<file path="config.mk">
export PLATFORM = sky130hd
export DESIGN_NAME = cook_timer_ctrl
export DESIGN_NICKNAME = d
export VERILOG_FILES = /design/src/rtl/cook_timer_ctrl_pkg.sv /design/src/rtl/cook_timer_ctrl_bcd_digit_down.sv /design/src/rtl/cook_timer_ctrl.sv
export SDC_FILE = /design/constraint.sdc
export NUM_CORES = 1
export LEC_CHECK = 0
export CORE_ASPECT_RATIO = 0.9
export CORE_MARGIN = 2
export CORE_UTILIZATION = 55
export CTS_CLUSTER_SIZE = 40
export DETAILED_ROUTE_END_ITERATION = 6
export DONT_BUFFER_PORTS = 1
export PLACE_DENSITY = 0.7
export SETUP_SLACK_MARGIN = 0.3
export SYNTH_ARGS = -nofsm -noshare
export SYNTH_HDL_FRONTEND = slang
export SYNTH_SLANG_ARGS = --single-unit
</file>
<file path="constraint.sdc">
create_clock -name clk -period 3.8 [get_ports clk]
set_clock_uncertainty 0.05 [all_clocks]
set_input_delay 1.14 -clock clk [delete_from_list [all_inputs] [get_ports clk]]
set_output_delay 1.14 -clock clk [all_outputs]
set_load 0.03 [all_outputs]
</file>
<file path="src/rtl/cook_timer_ctrl_pkg.sv">
// Shared definitions for the cooking timer: FSM encodings, BCD digit limits
// and time constants.
package cook_timer_ctrl_pkg;

  typedef enum logic [1:0] {
    IDLE  = 2'd0,
    COOK  = 2'd1,
    PAUSE = 2'd2,
    DONE  = 2'd3
  } state_t;

  localparam logic [3:0]  BCD_MAX_9    = 4'd9;
  localparam logic [3:0]  BCD_MAX_5    = 4'd5;
  localparam logic [15:0] TIME_ZERO    = 16'h0000;
  localparam logic [15:0] TIME_ONE_SEC = 16'h0001;

  function automatic logic [3:0] bcd_sat(input logic [3:0] d, input logic [3:0] max);
    return (d > max) ? max : d;
  endfunction

endpackage

</file>
<file path="src/rtl/cook_timer_ctrl_bcd_digit_down.sv">
// One down-counting BCD digit with saturating load, synchronous clear and
// borrow chaining to the next more significant digit.
module bcd_digit_down
  import cook_timer_ctrl_pkg::*;
#(
  parameter logic [3:0] MAX = BCD_MAX_9
) (
  input  logic       clk,
  input  logic       rstn,
  input  logic       clear,
  input  logic       load,
  input  logic [3:0] load_val,
  input  logic       borrow_in,
  output logic [3:0] value,
  output logic       borrow_out
);

  always_ff @(posedge clk or negedge rstn) begin
    if (!rstn)          value <= '0;
    else if (clear)     value <= '0;
    else if (load)      value <= bcd_sat(load_val, MAX);
    else if (borrow_in) value <= (value == '0) ? MAX : value - 4'd1;
  end

  assign borrow_out = borrow_in && (value == '0);

endmodule

</file>
<file path="src/rtl/cook_timer_ctrl.sv">
// Microwave cooking timer: mm:ss BCD countdown with IDLE/COOK/PAUSE/DONE
// control and an automatic return to IDLE after DONE_TICKS seconds in DONE.
module cook_timer_ctrl
  import cook_timer_ctrl_pkg::*;
#(
  parameter int unsigned DONE_TICKS = 3
) (
  input  logic        clk,
  input  logic        rstn,
  input  logic        tick_1hz,
  input  logic [15:0] preset_bcd,
  input  logic        load,
  input  logic        start,
  input  logic        stop_clear,
  input  logic        door_closed,
  output logic [15:0] time_bcd,
  output logic        mag_on,
  output logic        done,
  output logic [1:0]  state
);

  localparam logic [3:0] LAST_TICK = 4'(DONE_TICKS - 1);

  state_t     state_q, state_d;
  logic [3:0] done_cnt;
  logic       time_clear, time_load, time_dec;
  logic       time_nonzero;
  logic [4:0] borrow;
  logic [3:0] sec_units, sec_tens, min_units, min_tens;

  assign time_bcd     = {min_tens, min_units, sec_tens, sec_units};
  assign time_nonzero = (time_bcd != TIME_ZERO);
  assign state        = state_q;

  always_ff @(posedge clk or negedge rstn) begin
    if (!rstn) state_q <= IDLE;
    else       state_q <= state_d;
  end

  // Each branch is ordered stop_clear > door open > load > start > tick.
  always_comb begin
    state_d = state_q;
    unique case (state_q)
      IDLE, PAUSE: begin
        if (stop_clear)                                     state_d = IDLE;
        else if (!load && start && door_closed && time_nonzero) state_d = COOK;
      end
      COOK: begin
        if (stop_clear || !door_closed)                     state_d = PAUSE;
        else if (tick_1hz && time_bcd == TIME_ONE_SEC)      state_d = DONE;
      end
      DONE: begin
        if (stop_clear || !door_closed || load)             state_d = IDLE;
        else if (tick_1hz && done_cnt == LAST_TICK)         state_d = IDLE;
      end
      default: state_d = IDLE;
    endcase
  end

  always_comb begin
    mag_on     = (state_q == COOK);
    done       = (state_q == DONE);
    time_clear = stop_clear && (state_q == IDLE || state_q == PAUSE);
    time_load  = load && !stop_clear &&
                 ((state_q == IDLE) || (state_q == PAUSE) ||
                  (state_q == DONE && door_closed));
    time_dec   = (state_q == COOK) && tick_1hz && !stop_clear && door_closed && time_nonzero;
  end

  // Held at zero outside DONE, so it is already clear on every DONE entry.
  always_ff @(posedge clk or negedge rstn) begin
    if (!rstn)                                     done_cnt <= '0;
    else if (state_q != DONE || state_d != DONE)   done_cnt <= '0;
    else if (tick_1hz)                             done_cnt <= done_cnt + 4'd1;
  end

  assign borrow[0] = time_dec;

  bcd_digit_down #(.MAX(BCD_MAX_9)) u_sec_units (
    .clk(clk), .rstn(rstn), .clear(time_clear), .load(time_load),
    .load_val(preset_bcd[3:0]), .borrow_in(borrow[0]),
    .value(sec_units), .borrow_out(borrow[1])
  );

  bcd_digit_down #(.MAX(BCD_MAX_5)) u_sec_tens (
    .clk(clk), .rstn(rstn), .clear(time_clear), .load(time_load),
    .load_val(preset_bcd[7:4]), .borrow_in(borrow[1]),
    .value(sec_tens), .borrow_out(borrow[2])
  );

  bcd_digit_down #(.MAX(BCD_MAX_9)) u_min_units (
    .clk(clk), .rstn(rstn), .clear(time_clear), .load(time_load),
    .load_val(preset_bcd[11:8]), .borrow_in(borrow[2]),
    .value(min_units), .borrow_out(borrow[3])
  );

  bcd_digit_down #(.MAX(BCD_MAX_9)) u_min_tens (
    .clk(clk), .rstn(rstn), .clear(time_clear), .load(time_load),
    .load_val(preset_bcd[15:12]), .borrow_in(borrow[3]),
    .value(min_tens), .borrow_out(borrow[4])
  );

  // A borrow out of the top digit would mean wrapping below 00:00.
  no_underflow: assert property (@(posedge clk) disable iff (!rstn) !borrow[4]);

endmodule
</file>
After elaboration in Yosys (flattened, before gate mapping)
Cells that the tools add are included.
Operators by class
  add/subtract/negate cells: 5
  $lt $le $gt $ge: 4
  eq/ne operators: 7
  multiplexer cells: 29
  reduce and logical (&&, ||, !) cells: 36
Operators with widths (count)
  2-to-1 mux 4 bit: 22
  equality test 16 x 1 -> 1 bit (second input constant): 1
  logical AND 1 bit: 16
  logical NOT 4 bit: 4
  nonzero test 16 bit: 1
  subtractor 4 x 1 -> 4 bit (second input constant): 4
  greater-than comparator 4 bit (second input constant): 3
  2-to-1 mux 2 bit: 6
  nonzero test 3 bit: 4
  one-hot mux 2 bit (3 select lines): 1
  logical OR 1 bit: 5
  adder 4 x 1 -> 4 bit (second input constant): 1
  equality test 2 bit (second input constant): 2
  equality test 4 x 2 -> 1 bit (second input constant): 1
  greater-than comparator 4 x 3 -> 1 bit (second input constant): 1
  != test 2 bit (second input constant): 2
  logical NOT 1 bit: 3
  equality test 2 x 1 -> 1 bit (second input constant): 1
  logical NOT 2 bit: 1
  nonzero test 2 bit: 1
  OR reduction 2 bit: 1
Storage, ports and cells
  bits in registers: 22
  output and inout bits: 20
  word-level logic and storage cells: 87

Logic depth before layout (Yosys ltp)
Gate-level depths: netlist of the first run.
  depth in word-level cells: 11
  depth in mapped cells: 6
  mapped depth without buffers: 6

By module
From an unflattened synthesis of the first run, not the netlist that was laid out.
Unflattened totals
  cell total of the unflattened synthesis: 185
  area total of the unflattened synthesis: 1707.9 um^2
Modules (own cells, without submodules)
  bcd_digit_down at u_min_tens ...: times used 3, cells each 36, area each 330.3 um^2, sequential area each 100.1 um^2
  cook_timer_ctrl: times used 1, cells each 47, area each 431.7 um^2, sequential area each 150.1 um^2
  bcd_digit_down at u_sec_tens: times used 1, cells each 30, area each 285.3 um^2, sequential area each 100.1 um^2

Least setup slack after synthesis of the first run
OpenSTA, ideal clock, no wires.
  path kind: input to register
  from: input tick_1hz
  to: register u_min_tens.value[3]
  arrival time: 2.287 ns
  path slack: 1.335 ns
  cell stages on the path: 4
  cell sequence: clkbuf_1 > nand4_4 > o31ai_4 > mux2_1
Between the ends
  word-level cells in the longest chain between the ends: 8
Ends and longest elaborated chain
  start: declaration: RTL line cook_timer_ctrl.sv:10  | input logic tick_1hz,
  logical AND 1 bit (4 in a row): RTL line cook_timer_ctrl.sv:67  | time_dec = (state_q == COOK) && tick_1hz && !stop_clear && door_closed && time_nonzero;
  logical AND 1 bit (3 in a row): RTL line cook_timer_ctrl_bcd_digit_down.sv:25  | assign borrow_out = borrow_in && (value == '0);
  nonzero test 3 bit (no source line)
  end signal: assignment: RTL line cook_timer_ctrl_bcd_digit_down.sv:21  | else if (load) value <= bcd_sat(load_val, MAX);
  end signal: assignment: RTL line cook_timer_ctrl_bcd_digit_down.sv:22  | else if (borrow_in) value <= (value == '0) ? MAX : value - 4'd1;
  end: declaration: RTL line cook_timer_ctrl_bcd_digit_down.sv:14  | output logic [3:0] value,
Every way passes these cells.
A chain may end at the register's enable or synchronous reset.

Worst setup path after layout of the first run
  from: register state_q[0], in the netlist state[0]
  to: output mag_on
Between the ends
  word-level cells in the longest chain between the ends: 1
Ends and longest elaborated chain
  start: declaration: RTL line cook_timer_ctrl.sv:24  | state_t state_q, state_d;
  start signal: assignment: RTL line cook_timer_ctrl.sv:37  | else state_q <= state_d;
  equality test 2 x 1 -> 1 bit: RTL line cook_timer_ctrl.sv:61  | mag_on = (state_q == COOK);
  end: declaration: RTL line cook_timer_ctrl.sv:17  | output logic mag_on,
Every way passes these cells.

==> results by group, run 1 <==
Outcome
  • Status: finished clean

STA
  • Max Clk Rate: 369.6 MHz
  • Sum Neg Setup Slack: 0 ps
  • Worst-margin pin slew: 617.7 ps
  • RSZ-0062 raised after global routing: no
  • Fin. max-slew vios: 0
  • Crit path time final: 2705 ps
  • Finish-stage setup viols: 0
  • Hold Fails Final Rpt: 0
  • Crit share post-route: 0.7120
  • Max-slew headroom: 0.5873

Clocking
  • CTS clk-pin slew, worst paths: 130 ps
  • CTS buffer count: 3
  • Htree depth: 1
  • CTS tree: built
  • Hold_buf cts: 0
  • CTS max path bufs: 2
  • Clk_lat worst skew: 310 ps
  • Root buffer cell: clkbuf_4
  • Post-cts resize count: 0
  • Sink Count: 22
  • Post-CTS Setup Bufs: 0

Yosys
  • Leading area contributor after synthesis: dfrtp_1
  • Netlist cell types: 58
  • Area of the mapped netlist: 1754 um^2
  • Mux share of post-synthesis cell area: 0.07561
  • Share of the synthesized area in the top cell type: 0.3138
  • Gate Count Post-Synth: 180
  • Post-Synth XOR/XNOR Area: 0.02496
  • Most frequently used flop master after synthesis: dfrtp_1
  • Synth warnings: 0
  • Largest family of logic cells by synthesized area: compound AO/OA/AOI/OAI gates
  • #FFs+latches synth: 22
  • Synth Area per Inst: 9.745 um^2
  • Syn nets: 210
  • Adder-Cell Fraction of Synth Area: 0.04993
  • Number of synthesized flops with an enable pin: 0
  • Synth area leaders: dfrtp_1 (31%), ha_1 (5.0%), mux2i_1 (4.6%)
  • Simple-gate share of the synthesized area: 0.2418
  • Compound-Gate Fraction of Synth Area: 0.2468
  • Sequential area share after synthesis: 0.3138
  • Post-synthesis async set-or-reset flop share: 1.000

Final layout
  • Most common cell after layout, fill and taps aside: dfrtp_1
  • Area Overhead vs Synth: 3.566%
  • Share of layout cells above drive strength 1: 0.1173
  • Inserted Diodes: 0
  • Most frequent cells in the layout: dfrtp_1 (22), inv_1 (13), nor2_1 (11)
  • NumNets Final: 210
  • Post-route cell area: 1817 um^2

Power and ir drop
  • Power per Cell Area: 537.3 nW/um^2
  • Total power: 976.2 uW
  • Max IR drop VDD: 0.0002918 V
  • Leakage power total: 0.0007365 uW

Placed design
  • # port buffers: 0
  • GP Congestion: 0.8979
  • Post-DP Area: 1780 um^2
  • Hpwl dp: 3200 um

Worst setup path
  • Crit path buf inv count: 0
  • CP Cell Sequence: nor2b_1
  • Crit path max-delay family: flip-flops
  • CP Data Required Time: 2610 ps
  • Crit path capture type: primary output
  • Worst Setup Start Kind: register
  • Slowest stage delay, CP: 630 ps
  • Worst Setup Path Type: register to primary output
  • CP max stage cell: dfrtp_1
  • Worst Path Arrival: 1520 ps
  • CP max FO: 9

Detailed routing
  • DR vias: 1,470
  • DR pass1 iterations: 4
  • Starting DRT DRC Count: 65
  • Routed vias/inst: 6.652
  • Detailed-route wire length: 4286 um
  • Post-route ant nets: 0
  • Routed length per instance: 19.39 um
  • DRC Markers: 0

Hold path
  • Hold WC Path Type: primary input to async pin

Die
  • # IOs: 43
  • Core area: 3043 um^2
  • Die Ht: 57.58 um
  • DIE AREA: 3658 um^2
  • Rows: 19
  • Initial Utilization: 0.5765
  • DIE WIDTH: 63.53 um

Global route
  • Met1 Resource Use GR: 0.3454
  • Initial antenna violation count: 0
  • Routing usage on met3: 0.05325
  • GR Util met2: 0.3850
  • Number of global-route vias before repair: 1,417
  • First-pass GRT wire length: 7017 um
  • GR Overflow Total: 0
  • Most used routing layer: met2
  • Gr usage total: 0.2465
  • Largest net degree at the start of global routing: 23

Run
  • Max cap viols: 0
synth_stat cells, drive strengths merged (3+ instances only):
library cell and number:
mux2i 8, o31ai 8, o211ai 3, o21ai 7, inv 13, dfrtp 22, nand2 9, buf 4
nand4 4, a21oi 6, ha 7, nor2b 5, nand2b 6, o21a 3, nor3 7, a211oi 5
mux2 4, nor3b 4, nor2 12, a311o 3, nand3 3, nor4b 3, xnor2 3
state kept, by name, summed over array words and instances, names as in the netlist:
| register | count |
|---|---|
| done_cnt | 4 |
| u_min_units.value | 4 |
| state | 2 |
| u_sec_units.value | 4 |
| u_sec_tens.value | 4 |
| u_min_tens.value | 4 |
report_power, final:
group / switching [uW] / internal (uW)
Combinational: 201 / 175
Sequential: 188 / 280
Clock: 72.7 / 58.5
cells by family after synthesis:
logic type | after synthesis
buf+inv | 19
compound gates | 52
xor+xnor | 5
mux | 12
flops | 22
simple gates | 63
fa+ha+maj | 7
layout make-up:
| class | instances | area (um^2) |
|---|---|---|
| clock buffer | 4 | 36.28 |
| inverter | 13 | 48.80 |
| sequential | 22 | 550.5 |
| tap | 42 | 52.55 |
| multi-input combinational | 139 | 1121 |
| fill | 293 | 1226 |
| timing repair buffer | 1 | 7.507 |
path summary, 6_finish.rpt:
kind,to,startpoint,slack (ps),cells past startpoint
setup / recovery,mag_on,state[0],1090,1
hold / removal,u_sec_tens.value[0],rstn,460,0
setup reg to reg,u_sec_units.value[3],u_min_units.value[0],1340,6
hold reg to reg,done_cnt[3],done_cnt[3],520,2
max in group asynchronous,u_sec_units.value[2],rstn,3170,0
min in group clk,done_cnt[3],done_cnt[3],520,2
stage by stage:
stage / worst slack, ps / cells / util / hold WS (ps)
after global placement: 1203 / 217 / 0.5851 / 476.3
after global routing: 1030 / 221 / 0.5970 / 422.0
after floorplan: 1335 / 180 / - / 456.0
after detailed placement: 1137 / 217 / 0.5851 / 486.3
final: 1095 / 221 / 0.5970 / 455.8
after CTS: 1084 / 221 / 0.5970 / 437.3
routing by layer:
metal | vias to the layer above | wire length (um)
li1 | 683 | -
met1 | 731 | 1965
met2 | 54 | 1988
met3 | 2 | 309
met4 | 0 | 23
met5 | - | 0
Power figures use the tool's default switching activity.
==> run 2: changes to the inputs <==
==> constraint.sdc (replaced) <==
create_clock -name clk -period 2.7 [get_ports clk]
set_clock_uncertainty 0.05 [all_clocks]
set_input_delay 0.81 -clock clk [delete_from_list [all_inputs] [get_ports clk]]
set_output_delay 0.81 -clock clk [all_outputs]
set_load 0.03 [all_outputs]
==> run 2 against run 1 <==
  * Sequential power is 37% higher
  * Cell count increased by 3.2%
  * Critical endpoint is now u_sec_units.value[2]
  * Via count rose by 2.0%
  * Critical path depth increased by 5
  * Worst setup slack got worse by 690 ps
  * Non-clock buffer count increased by 7
  * Sequential share of layout area decreased by 0.89 points
  * Utilization up 2.2 points
==> results by group, run 2 (synthesized netlist as in run 1, its figures left out) <==
Final layout
  • Multi-input gate area: 1132 um^2
  • Share of layout cells above drive strength 1: 0.1774
  • NumNets Final: 217
  • # fillers: 290
  • Most common cell after layout, fill and taps aside: dfrtp_1
  • Non-Filler Instances: 228
  • Area Overhead vs Synth: 7.418%
  • Inserted Diodes: 0
  • Most frequent cells in the layout: dfrtp_1 (19), inv_1 (13), nor2_1 (11)
  • Sequential cell area: 554.3 um^2

Global route
  • Initial antenna violation count: 0
  • Routing usage on met3: 0.04931
  • GR Util met2: 0.3925
  • First-pass GRT wire length: 7334 um
  • Met1 Resource Use GR: 0.3609
  • Most used routing layer: met2
  • Largest net degree at the start of global routing: 23
  • Number of global-route vias before repair: 1,489
  • GR Overflow Total: 0
  • Gr usage total: 0.2576

Die
  • Die Ht: 57.58 um
  • # IOs: 43
  • Initial Utilization: 0.5765
  • Core area: 3043 um^2
  • Rows: 19
  • DIE AREA: 3658 um^2
  • DIE WIDTH: 63.53 um

Clocking
  • CTS buffer count: 3
  • CTS max path bufs: 2
  • Root buffer cell: clkbuf_4
  • CTS tree: built
  • Htree depth: 1
  • Sink Count: 22
  • Clk_lat worst skew: 320 ps
  • Hold_buf cts: 0
  • CTS clk-pin slew, worst paths: 140 ps

Worst setup path
  • Crit path capture type: register
  • Worst Setup Path Type: register to register
  • CP max FO: 7
  • R2R setup slack: 410 ps
  • CP Data Required Time: 2880 ps
  • Worst Setup Start Kind: register
  • Reg2Reg Depth: 6
  • Worst flop-to-flop path startpoint: u_sec_tens.value[1]
  • Worst Path Arrival: 2470 ps
  • Reg-to-reg endpoint: u_sec_units.value[2]

STA
  • Max-slew headroom: 0.6326
  • Fin. max-slew vios: 0
  • Worst-margin pin slew: 551.0 ps
  • Crit path time final: 2291 ps
  • Final setup margin: 409.5 ps
  • Sum Neg Setup Slack: 0 ps
  • Max Clk Rate: 436.6 MHz
  • Crit share post-route: 0.8483
  • RSZ-0062 raised after global routing: no
  • Hold Fails Final Rpt: 0
  • Finish-stage setup viols: 0

Detailed routing
  • DR vias: 1,499
  • Starting DRT DRC Count: 106
  • Routed vias/inst: 6.575
  • Post-route ant nets: 0
  • Detailed-route wire length: 4257 um
  • Routed length per instance: 18.67 um
  • DRC Markers: 0
  • DR pass1 iterations: 4

Placed design
  • # port buffers: 0
  • GP Congestion: 0.8993
  • Post-Place Setup Slack: 339.3 ps
  • Hpwl dp: 3159 um
  • Placed Cells: 221

Outcome
  • Status: finished clean

Power and ir drop
  • Power per Cell Area: 761.9 nW/um^2
  • Max IR drop VDD: 0.0004494 V
  • Leakage power total: 0.0007687 uW

Hold path
  • Hold WC Path Type: primary input to async pin

Run
  • Max cap viols: 0
## run 2: cell types whose count changed in the layout (fill, tap and decap cells not counted), sizes merged
| cell | before | now |
|---|---|---|
| buf | 1 | 8 |
## run 2: worst max-delay path, stage by stage (launching register included)
cell     delay, ps
dfrtp_1        540
inv_1          110
ha_1           200
nor3b_4        350
nand4_2        170
a311o_1        450
mux2_4         330
## run 2: what timing repair did
item	in CTS	in global routing
buffers inserted	0	3
pin swaps	0	0
gates resized for setup	1	5
endpoints found under the setup margin	1	5
## run 2: worst max path at each step
stage | depth (start not counted) | slack, ps | end | from
6_report | 6 | 410 | u_sec_units.value[2] | u_sec_tens.value[1]
5_1_grt | 6 | 300 | u_sec_units.value[2] | u_min_tens.value[1]
4_1_cts | 6 | 310 | u_sec_units.value[2] | u_sec_units.value[0]
3_5_place_dp | 6 | 340 | u_sec_units.value[2] | u_sec_units.value[0]
3_3_place_gp | 6 | 420 | u_sec_units.value[3] | u_min_tens.value[0]
2_1_floorplan | 6 | 550 | u_sec_units.value[2] | u_min_units.value[0]
## run 2: metal layers
layer | wire length (um) | share of wire
met1 | 1947 | 0.46
met2 | 1923 | 0.45
met3 | 339 | 0.080
met4 | 46 | 0.011
met5 | 0 | 0
## run 2: stage by stage
stage | power (uW) | hold slack [ps] | area, um^2 | util
after floorplan | 1074 | 456.0 | 1754 | -
after global placement | 1174 | 465.0 | 1810 | 0.5950
after detailed placement | 1196 | 465.0 | 1810 | 0.5950
after CTS | 1388 | 106.6 | 1849 | 0.6077
after global routing | 1533 | 91.89 | 1884 | 0.6192
final | 1436 | 103.7 | 1884 | 0.6192
## run 2: report_power, final
part	total (uW)	internal [uW]	switching, uW
clock	193	82.5	111
combinational	598	290	309
sequential	644	398	247
total	1440	770	666
## run 2: area by class of cell
type | count | area share
clock buffer | 4 | 0.01926
inverter | 13 | 0.02590
multi-input combinational | 139 | 0.6009
sequential | 22 | 0.2942
tap | 42 | 0.02789
timing repair buffer | 8 | 0.03187
==> run 3: changes to the inputs <==
==> constraint.sdc (replaced) <==
create_clock -name clk -period 2.3 [get_ports clk]
set_clock_uncertainty 0.05 [all_clocks]
set_input_delay 0.69 -clock clk [delete_from_list [all_inputs] [get_ports clk]]
set_output_delay 0.69 -clock clk [all_outputs]
set_load 0.03 [all_outputs]
==> run 3 against run 2 <==
  * Via count increased by 9.1%
  * Cell area increased by 17%
  * Wire length increased by 12%
  * Largest cell class unchanged
  * Largest power group is now combinational logic
==> results by group, run 3 (synthesized netlist as in run 1, its figures left out) <==
Outcome
  • Status: finished clean

Placed design
  • Hpwl dp: 3406 um
  • # port buffers: 0
  • Post-Place Setup Slack: 139.5 ps
  • GP Congestion: 0.8715

STA
  • Final setup margin: 300.9 ps
  • Crit share post-route: 0.8692
  • Crit path time final: 1999 ps
  • Max Clk Rate: 500.2 MHz
  • Finish-stage setup viols: 0
  • Fin. max-slew vios: 0
  • Sum Neg Setup Slack: 0 ps
  • RSZ-0062 raised after global routing: yes
  • Worst-margin pin slew: 1033 ps
  • Max-slew headroom: 0.3089
  • Hold Fails Final Rpt: 0

Clocking
  • CTS clk-pin slew, worst paths: 130 ps
  • CTS buffer count: 3
  • Root buffer cell: clkbuf_4
  • Htree depth: 1
  • Sink Count: 22
  • CTS tree: built
  • CTS max path bufs: 2
  • Clk_lat worst skew: 320 ps

Global route
  • Number of global-route vias before repair: 1,625
  • Initial antenna violation count: 0
  • First-pass GRT wire length: 7617 um
  • Gr usage total: 0.2659
  • GR Overflow Total: 0
  • Largest net degree at the start of global routing: 23

Detailed routing
  • WL met1: 1989 um
  • Routed vias/inst: 6.264
  • Routed length per instance: 18.26 um
  • DR vias: 1,635
  • Met3 wire len: 309 um
  • Top Metal Used: met4
  • DRC Markers: 0
  • Metal2 WL: 2408 um
  • DR pass1 iterations: 5
  • Post-route ant nets: 0
  • Detailed-route wire length: 4766 um
  • Starting DRT DRC Count: 108

Run
  • Max cap viols: 0

Die
  • DIE AREA: 3658 um^2
  • DIE WIDTH: 63.53 um
  • # IOs: 43
  • Rows: 19
  • Core area: 3043 um^2
  • Die Ht: 57.58 um
  • Initial Utilization: 0.5765

Final layout
  • Share of layout cells above drive strength 1: 0.3836
  • Area Overhead vs Synth: 26.03%
  • Most common cell after layout, fill and taps aside: buf_4
  • Most frequent cells in the layout: buf_4 (36), dfrtp_1 (13), nor2_1 (11)
  • Inserted Diodes: 0
  • NumNets Final: 250

Power and ir drop
  • Power per Cell Area: 884.1 nW/um^2
  • Total power: 1955 uW
  • Leakage power total: 0.0009283 uW
  • Max IR drop VDD: 0.0006470 V

Worst setup path
  • Worst Setup Path Type: register to primary output
  • CP Data Required Time: 1560 ps
  • CP max FO: 5
  • Worst Path Arrival: 1260 ps
  • Crit path capture type: primary output
  • Worst Setup Start Kind: register

Hold path
  • Hold WC Path Type: primary input to register
run 3: changes by cell type in the layout (fill, tap and decap cells not counted), moves of 3 or more:
| cell | delta |
|---|---|
| buf_4 | +28 |
| buf_6 | +4 |
| dfrtp_1 | -6 |
| dfrtp_2 | +6 |
| ha_1 | -3 |
| ha_4 | +4 |
| inv_1 | -9 |
| inv_2 | +9 |
run 3: path summary, 6_finish.rpt:
| kind | from | endpoint | slack [ps] | cells after the start |
|---|---|---|---|---|
| min reg2reg | u_sec_units.value[0] | u_sec_units.value[0] | 540 | 2 |
| min in group asynchronous | rstn | u_min_units.value[2] | 930 | 1 |
| min | tick_1hz | done_cnt[1] | 470 | 2 |
| max reg2reg | u_min_units.value[1] | u_sec_units.value[2] | 300 | 6 |
| max in group asynchronous | rstn | u_sec_units.value[0] | 580 | 1 |
| max | state[1] | mag_on | 300 | 3 |
run 3: what timing repair did:
item | CTS | global route
hold buffers | 1 | 0
endpoints found under the hold margin | 22 | 0
gates resized for setup | 6 | 5
setup buffers | 3 | 11
pin swaps | 1 | 8
setup endpoints to repair | 8 | 9
gates cloned | 0 | 0
run 3: per-stage QoR:
stage	instance area, um^2	util	hold WS, ps	cells
6_report	2211	0.7266	473.7	261
5_1_grt	2211	0.7266	495.3	261
4_1_cts	2120	0.6965	472.8	250
3_5_place_dp	2034	0.6686	345.1	242
3_3_place_gp	2034	0.6686	345.0	242
2_1_floorplan	1822	-	344.4	180
run 3: where the power goes:
part	switching [uW]	total, uW	leakage, uW	internal (uW)
combinational	604	1130	0.000629	529
sequential	123	597	0.000278	474
clock	128	225	0.0000210	96.9
total	855	1950	0.000928	1100
run 3: worst max-delay path: stages, from the launching register on:
cell     delay [ps]
dfrtp_2         530
buf_6           170
nor2b_4         100
buf_6           140
run 3: final cells by class:
| cell class | count | area [um^2] |
|---|---|---|
| repair buffers | 41 | 325.3 |
| flip-flops and latches | 22 | 561.8 |
| inverters | 13 | 48.80 |
| well taps | 42 | 52.55 |
| fillers | 250 | 832.0 |
| clock buffers | 4 | 36.28 |
| multi-input cells | 139 | 1186 |
run 3: metal layers:
layer	up-vias	GRT usage
met5	-	0
met4	0	0.09317
met3	7	0.05325
met2	66	0.4752
met1	792	0.3207
li1	770	-
